**src/rtl/definitions_pkg.sv**
```systemverilog
// Shared definitions for the 9-bit processor.
// Holds the fetch sequencer state type and the default sizes of the
// program counter, the jump target table and the cycle counter.
package Definitions;

    typedef enum logic [1:0] {IDLE, RUN, HALT} fetch_state_t;

    // Default PC / instruction ROM address width
    localparam int DEF_PC_W  = 10;
    // Default number of jump target table entries (addressed by TargSel)
    localparam int DEF_LUT_N = 8;
    // Default cycle counter width
    localparam int DEF_CNT_W = 16;
    // Width of TargSel / LutWrIdx; the table size must be 2**TSEL_W
    localparam int TSEL_W    = 3;

endpackage

```
**src/rtl/jump_lut.sv**
```systemverilog
// jump_lut: register-based table of branch/jump targets.
//   Clk     - rising-edge clock
//   Reset   - asynchronous active-low reset, clears every entry to 0
//   WrEn    - write strobe, WrIdx/WrData written at the clock edge
//   RdIdx   - asynchronous read index (TargSel from the decoder)
//   RdData  - current contents of the addressed entry
// A read and a write to the same entry in one cycle returns the old value,
// because the read is combinational from the registers.
module jump_lut
    import Definitions::*;
#(
    parameter int PC_W  = DEF_PC_W,
    parameter int LUT_N = DEF_LUT_N
) (
    input  logic              Clk,
    input  logic              Reset,
    input  logic              WrEn,
    input  logic [TSEL_W-1:0] WrIdx,
    input  logic [PC_W-1:0]   WrData,
    input  logic [TSEL_W-1:0] RdIdx,
    output logic [PC_W-1:0]   RdData
);

    logic [PC_W-1:0] lut [LUT_N];

    // Table registers: cleared on reset, written by the loader in any state
    always_ff @(posedge Clk or negedge Reset) begin
        if (!Reset) begin
            for (int i = 0; i < LUT_N; i++) begin
                lut[i] <= '0;
            end
        end else if (WrEn) begin
            lut[WrIdx] <= WrData;
        end
    end

    // Asynchronous read port
    assign RdData = lut[RdIdx];

endmodule

```
**src/rtl/fetch_unit.sv**
```systemverilog
// fetch_unit: program counter and fetch sequencer.
//   Clk, Reset      - rising-edge clock, asynchronous active-low reset
//   Start           - begin a run from PC 0 (ignored while running)
//   Jump, BranchEn, Zero, TargSel, Ack - decoder/ALU controls for the
//                     instruction currently on InstrAddr
//   LutWrEn/Idx/Data - target table write port
//   InstrAddr       - registered PC to the instruction ROM
//   Running         - high in RUN
//   Done / Fault    - halted after Ack / halted after PC overflow
//   CycleCount      - saturating count of RUN cycles of the current/last run
module fetch_unit
    import Definitions::*;
#(
    parameter int PC_W  = DEF_PC_W,
    parameter int LUT_N = DEF_LUT_N,
    parameter int CNT_W = DEF_CNT_W
) (
    input  logic              Clk,
    input  logic              Reset,
    input  logic              Start,
    input  logic              Jump,
    input  logic              BranchEn,
    input  logic              Zero,
    input  logic [TSEL_W-1:0] TargSel,
    input  logic              Ack,
    input  logic              LutWrEn,
    input  logic [TSEL_W-1:0] LutWrIdx,
    input  logic [PC_W-1:0]   LutWrData,
    output logic [PC_W-1:0]   InstrAddr,
    output logic              Running,
    output logic              Done,
    output logic              Fault,
    output logic [CNT_W-1:0]  CycleCount
);

    fetch_state_t    state, state_next;
    logic [PC_W-1:0] pc, pc_next;
    logic [CNT_W-1:0] cnt, cnt_next;
    logic            done_q, done_next;
    logic            fault_q, fault_next;
    logic [PC_W-1:0] target;

    jump_lut #(
        .PC_W  (PC_W),
        .LUT_N (LUT_N)
    ) u_lut (
        .Clk    (Clk),
        .Reset  (Reset),
        .WrEn   (LutWrEn),
        .WrIdx  (LutWrIdx),
        .WrData (LutWrData),
        .RdIdx  (TargSel),
        .RdData (target)
    );

    // State, PC, counter and halt flags
    always_ff @(posedge Clk or negedge Reset) begin
        if (!Reset) begin
            state   <= IDLE;
            pc      <= '0;
            cnt     <= '0;
            done_q  <= 1'b0;
            fault_q <= 1'b0;
        end else begin
            state   <= state_next;
            pc      <= pc_next;
            cnt     <= cnt_next;
            done_q  <= done_next;
            fault_q <= fault_next;
        end
    end

    // Next-state and next-PC selection.
    // In RUN, Ack wins over any jump/branch; a sequential step from the
    // last address halts with Fault instead of wrapping the PC to 0.
    always_comb begin
        state_next = state;
        pc_next    = pc;
        cnt_next   = cnt;
        done_next  = done_q;
        fault_next = fault_q;
        case (state)
            IDLE, HALT: begin
                if (Start) begin
                    state_next = RUN;
                    pc_next    = '0;
                    cnt_next   = '0;
                    done_next  = 1'b0;
                    fault_next = 1'b0;
                end
            end
            RUN: begin
                if (cnt != {CNT_W{1'b1}}) begin
                    cnt_next = cnt + CNT_W'(1);
                end
                if (Ack) begin
                    state_next = HALT;
                    done_next  = 1'b1;
                end else if (Jump || (BranchEn && Zero)) begin
                    pc_next = target;
                end else if (pc == {PC_W{1'b1}}) begin
                    state_next = HALT;
                    fault_next = 1'b1;
                end else begin
                    pc_next = pc + PC_W'(1);
                end
            end
            default: begin
                state_next = IDLE;
            end
        endcase
    end

    assign InstrAddr  = pc;
    assign Running    = (state == RUN);
    assign Done       = done_q;
    assign Fault      = fault_q;
    assign CycleCount = cnt;

endmodule
```
**config.mk**
```make
export PLATFORM = sky130hd
export DESIGN_NAME = fetch_unit
export DESIGN_NICKNAME = d
export VERILOG_FILES = /design/src/rtl/definitions_pkg.sv /design/src/rtl/jump_lut.sv /design/src/rtl/fetch_unit.sv
export SDC_FILE = /design/constraint.sdc
export NUM_CORES = 1
export LEC_CHECK = 0
export BUFFER_PORTS_ARGS = -buffer_cell sky130_fd_sc_hd__clkbuf_2
export CAP_MARGIN = 20
export CORE_MARGIN = 2
export CORE_UTILIZATION = 45
export CTS_BUF_LIST = sky130_fd_sc_hd__clkbuf_4 sky130_fd_sc_hd__clkbuf_8
export CTS_CLUSTER_DIAMETER = 40
export CTS_CLUSTER_SIZE = 25
export DETAILED_ROUTE_END_ITERATION = 8
export PLACE_DENSITY = 0.66
export SYNTH_ARGS = -nofsm -noshare
export SYNTH_HDL_FRONTEND = slang
export SYNTH_SLANG_ARGS = --single-unit
```
**constraint.sdc**
```tcl
create_clock -name Clk -period 1.8 [get_ports Clk]
set_input_delay 0.18 -clock Clk [delete_from_list [all_inputs] [get_ports Clk]]
set_output_delay 0.18 -clock Clk [all_outputs]
set_load 0.1 [all_outputs]
```
==> Word-level counts from Yosys, hierarchy flattened <==
Cells that the tools add are included.
{ "word_totals": {"regBits": 110, "latch_bits": 0, "mem_bits_rw": 0, "rom_bits": 0, "out_inout_bits": 29, "mem_count": 0} }
{ "classes": {"addsub": 2, "n_mul": 0, "div_mod_pow": 0, "n_lt_le_gt_ge": 3, "n_eq_ne": 13, "n_shift": 0, "n_mux": 26, "n_bitwise": 2, "n_reduce_logical": 11} }
{ "op_table": {"columns": ["op", "count"], "rows": [
  ["$bwmux 80", 1],
  ["$mux 10", 7],
  ["$mux 16", 2],
  ["$pmux 16 s2", 1],
  ["$bmux 10 s3", 1],
  ["$demux 10 s3", 1],
  ["$pmux 10 s2", 1],
  ["$add 16x1->16 const B", 1],
  ["$ne 16x16->1 const B", 1],
  ["$add 10x1->10 const B", 1],
  ["$eq 10x10->1 const B", 1],
  ["$reduce_and 3->1", 3],
  ["$ge 4x4->1 const B", 2],
  ["$mux 2", 4],
  ["$ne 2x2->1 const B", 4],
  ["$not 3->4", 2],
  ["$ne 3x3->1 const B", 2],
  ["$mux 1", 5],
  ["$reduce_and 5->1", 1],
  ["$lt 4x1->1 const B", 1],
  ["$ne 2x1->1 const B", 2],
  ["$pmux 1 s2", 2],
  ["$pmux 2 s2", 1],
  ["$reduce_and 4->1", 1],
  ["other kinds (8)", 9]
]} }

==> Logic depth before layout (Yosys ltp) <==
{ "logic_depth": {"depth_word": 7, "mapped_depth": 7, "mapped_depth_nobuf": 7} }

==> Modules after synthesis <==
A second synthesis with hierarchy kept.
{ "hier_totals": {"cells_unflattened": 403, "area_unflattened_um2": 5510.3} }
{ "by_module_without_submodules": {"columns": ["mod", "n_inst", "cells_each", "area_per_inst_um2"], "rows": [
  ["jump_lut", 1, 210, 3694.8],
  ["fetch_unit", 1, 193, 1815.5]
]} }

==> Least setup slack after synthesis <==
OpenSTA, ideal clock, no wires.
{ "synth_timing": {"path_type": "reg2reg", "start": "register pc[0], in the netlist InstrAddr[0]", "end": "register pc[9], in the netlist InstrAddr[9]", "setup_ps": 124, "t_arrival_ps": 2412, "slack_ps": -736, "stages_incl_launch_ff": 8, "period_less_slack_ps": 2536, "cell_sequence": "dfrtp_1 > ha_1 > nand3_1 > nor4_2 > or2_0 > buf_2 > o21ai_0 > a211o_1"} }
{ "synth_via": {"elab_chain_cells": 5} }
{ "synth_rtl": {"columns": ["element", "line", "text"], "rows": [
  ["start: declaration", "fetch_unit.sv:37", "logic [PC_W-1:0] pc, pc_next;"],
  ["start signal: assignment", "fetch_unit.sv:66", "pc <= pc_next;"],
  ["$add 10x1->10", "fetch_unit.sv:105", "pc_next = pc + PC_W'(1);"],
  ["$mux 10", "fetch_unit.sv:101", "end else if (pc == {PC_W{1'b1}}) begin"],
  ["$mux 10", "fetch_unit.sv:99", "end else if (Jump || (BranchEn && Zero)) begin"],
  ["$mux 10", "fetch_unit.sv:96", "if (Ack) begin"],
  ["$pmux 10 s2", "fetch_unit.sv:82", "case (state)"]
]} }
Parallel ways exist; a longest one is shown, timed or not. The select of a mux whose other input is x is not followed.
A chain may end at the register's enable or synchronous reset.

==> Final worst setup path <==
{ "layout_timing": {"start": "register pc[0], in the netlist InstrAddr[0]", "end": "register pc[7], in the netlist InstrAddr[7]"} }
Same word-level chain as after synthesis.

==> impl_metrics.tcl <==
set metrics [dict create \
    status "finished, final reports clean" \
    pwr-share-seq_pct 48.4 \
    cts_buffer_depth 2 \
    critPathLaunchType "register" \
    syn_inst 406 \
    overflow 0 \
    crit_arrival_ns 2.08 \
    synth-adder-area-share_pct 0.471 \
    grt_pass1_vias 3895 \
    reg2regPathDepth 7 \
    drc 0 \
    initial_core_util_pct 46.4 \
    die_width_microns 113 \
    switchingPower_w 0.00250 \
    relSlewSlack_pct 63.8 \
    cts.clk_slew.worst_paths_ns 0.10 \
    postSynthNetCount 432 \
    synthXorXnorAreaFrac_pct 1.48 \
    setup_viol 0 \
    hold_path.class "in -> reg" \
    slowest_stage "dfrtp_4" \
    synthArstFlopShare_pct 100 \
    slew_violations 0 \
    n_antenna_cell 0 \
    synth_cell_types 56 \
    cpPeakStageDelay_ns 0.53 \
    fmax_mhz 568 \
    place_inst 617 \
    crit_chain "ha_4 -> nand3_4 -> nor4_4 -> buf_4 -> or4_4 -> o21ai_1 -> a211o_1" \
    setup_slack_ns 0.0394 \
    first_iter_violations 169 \
    die_height_microns 113 \
    critPathRequiredTime_ns 2.12 \
    cp_max_fo 6 \
    area_growth_pct 20.5 \
    clockPowerShare_pct 19.7 \
    power_frac_comb_pct 31.9 \
    final_antenna_net_count 0 \
    htreeDepth 3 \
    p_leak_nw 2.68 \
    cts_tree "built" \
    die_area_sq_um 12700 \
    cp-end-kind "register" \
    gr-usage-all-layers_pct 20.4 \
    yosysWarnings 0 \
    fin_skew_ns 0.00685 \
    drv_cap 0 \
    synth_edf_count 0 \
    dp_hpwl_mm 8.54 \
    path_class "reg -> reg" \
    synth_seq_cells 110 \
    clk_latency_ns 0.38 \
    gp_congestion 0.932 \
    ys_seq_area_share_pct 51.8 \
    port_buffers 52 \
    regToRegStartpoint "InstrAddr[0]$_DFFE_PN0P_" \
    period_minus_slack_ns 1.76 \
    cts_sinks 110 \
    ios 53 \
    dp_slack_ns -0.00301 \
    drt_wl_total_mm 12.1 \
    swShare_pct 36.3 \
    ys.flop_type "dfrtp_1" \
    period_share_pct 97.8 \
    power_density_nw_per_um2 1070 \
    antenna_found_initial 0 \
    dr.pass1.iters 5 \
    netlist_area_sq_um 5320 \
    synth_top_family_by_area "multiplexers" \
    syn_avg_cell_area_sq_um 13.1 \
    r2r-end "InstrAddr[7]$_DFFE_PN0P_" \
    p_int_w 0.00438 \
    crit_end "InstrAddr[7]$_DFFE_PN0P_" \
    vias 3649 \
    yosys.area_share.simple_pct 11.1 \
    r2r_slack_ns 0.04 \
    total_power_w 0.00689 \
    synth_mux_area_share_pct 26.8 \
    grt_max_degree 63 \
    ir_drop_mv 0.756 \
    layout-drive-gt1-share_pct 52.4 \
    cts_root_buffer "clkbuf_8" \
    synth-compound-area-share_pct 6.61 \
    worst_pin_slew_ns 0.546 \
    wl_per_cell_microns 19.0 \
    critPathLaunch "InstrAddr[0]$_DFFE_PN0P_" \
    num_rows 39 \
    numCtsBuffers 9 \
    hold_viol 0 \
    viasPerCell 5.73 \
    fin_cells 637 \
    grt_pass1_wl_mm 20.3 \
    core_sq_um 11500 \
    nets 515 \
]
## placed cells by master, fill, tap and decap left out, types with 6 or more instances in the layout
cell      instances
dfrtp_2           6
mux2_2           82
nand4_1           6
mux4_2           20
nand2_1          19
o21ai_0          14
nand3_1           9
nor2_1           23
buf_4            34
xnor2_1           6
dfrtp_4          21
clkbuf_8          9
dfrtp_1          83
clkbuf_2         50
a21oi_1           6
## critical path, delay by kind of cell (launching register included)
family,cells,cell delay (ns)
flops,1,0.53
buf+inv,1,0.15
compound gates,2,0.23
fa+ha+maj,1,0.19
simple gates,3,0.61
## per-layer routing
metal	part of all wire, %	global-route usage (%)	routed length, microns	vias up
li1	-	-	-	1684
met1	47	28.8	5650	1866
met2	48	32.7	5820	82
met3	3.5	3.54	426	17
met4	1.5	6.75	186	0
met5	0	0	0	-
## synthesized netlist by cell type (2+ instances only)
library cell,count,area [sq um]
nor4_1,2,12.5
nor3_2,2,20.0
mux2_2,82,923
ha_1,2,25.0
o311ai_1,3,26.3
nand4_1,6,37.5
or3_1,2,12.5
nand2_1,21,78.8
nand2b_1,6,37.5
inv_2,2,7.51
mux4_2,20,450
o21ai_0,17,85.1
and3_1,2,12.5
buf_2,5,25.0
nand4b_1,3,26.3
clkbuf_1,8,30.0
o2bb2ai_1,2,17.5
nor2_1,23,86.3
nor3_1,6,30.0
xor2_1,3,26.3
a21oi_1,6,30.0
dfrtp_1,110,2750
o22ai_1,2,12.5
buf_1,3,11.3
nor2b_1,4,25.0
a211o_1,3,26.3
mux2i_1,5,50.1
nand3_1,11,55.1
xnor2_1,6,52.6
a211oi_1,2,15.0
nor3b_1,3,22.5
a21o_1,2,15.0
and2_1,2,12.5
a31oi_1,3,18.8
o31ai_1,2,15.0
or4_1,2,15.0
inv_1,4,15.0
## repair_timing
action / in CTS / in global routing
setup buffers: 0 / 3
pin swaps: 0 / 6
endpoints found under the hold margin: 22 / 0
endpoints found under the setup margin: 2 / 14
resized for setup: 3 / 8
hold buffers: 1 / 0
## registers in the layout, summed over array words and instances, names as in the netlist
signal and cells:
u_lut.lut 80, CycleCount 16, state 2, Fault 1
Done 1, InstrAddr 10
## power by group through the flow
stage / Combinational [W] / Clock [W] / Sequential, W
after floorplan: 0.000974 / 0 / 0.00393
after global placement: 0.00210 / 0 / 0.00335
after detailed placement: 0.00215 / 0 / 0.00338
after CTS: 0.00216 / 0.00140 / 0.00333
after global routing: 0.00235 / 0.00150 / 0.00341
final: 0.00219 / 0.00136 / 0.00334
## cell type report
class	count	area [sq um]
clock buffer	9	124
clock inverter	7	51.3
fill	952	5060
inverter	6	25.0
multi-input combinational	273	2590
sequential	110	2840
tap	143	179
timing repair buffer	89	596
## through the flow
stage	hold WS [ns]	util [%]	TNS (ns)	cell area (sq um)
6_report	0.123	55.9	0	6410
5_1_grt	0.143	55.9	-0.00322	6410
4_1_cts	0.111	55.4	0	6350
3_5_place_dp	0.109	53.7	-0.00301	6160
3_3_place_gp	0.107	53.7	0	6160
2_1_floorplan	-0.116	-	-0.514	5500
## worst min path at each step
stage,start,to,slack (ns),depth (start not counted)
after floorplan,Reset,CycleCount[14]$_DFFE_PN0P_,-0.12,0
after global placement,Reset,CycleCount[13]$_DFFE_PN0P_,0.11,1
after detailed placement,Reset,CycleCount[13]$_DFFE_PN0P_,0.11,1
after CTS,LutWrData[3],u_lut.lut[33]$_DFFE_PN0P_,0.11,2
after global routing,Start,state[1]$_DFFE_PN0P_,0.14,3
final,Ack,Done$_DFFE_PN0P_,0.12,2
## logic make-up after synthesis
logic type | Yosys count
DFF | 110
muxes | 107
and+or+nand+nor | 104
AOI/OAI and AO/OA | 51
buffers and inverters | 23
xor gates and xnor gates | 9
adders and majority gates | 2
Power figures use the tool's default switching activity.
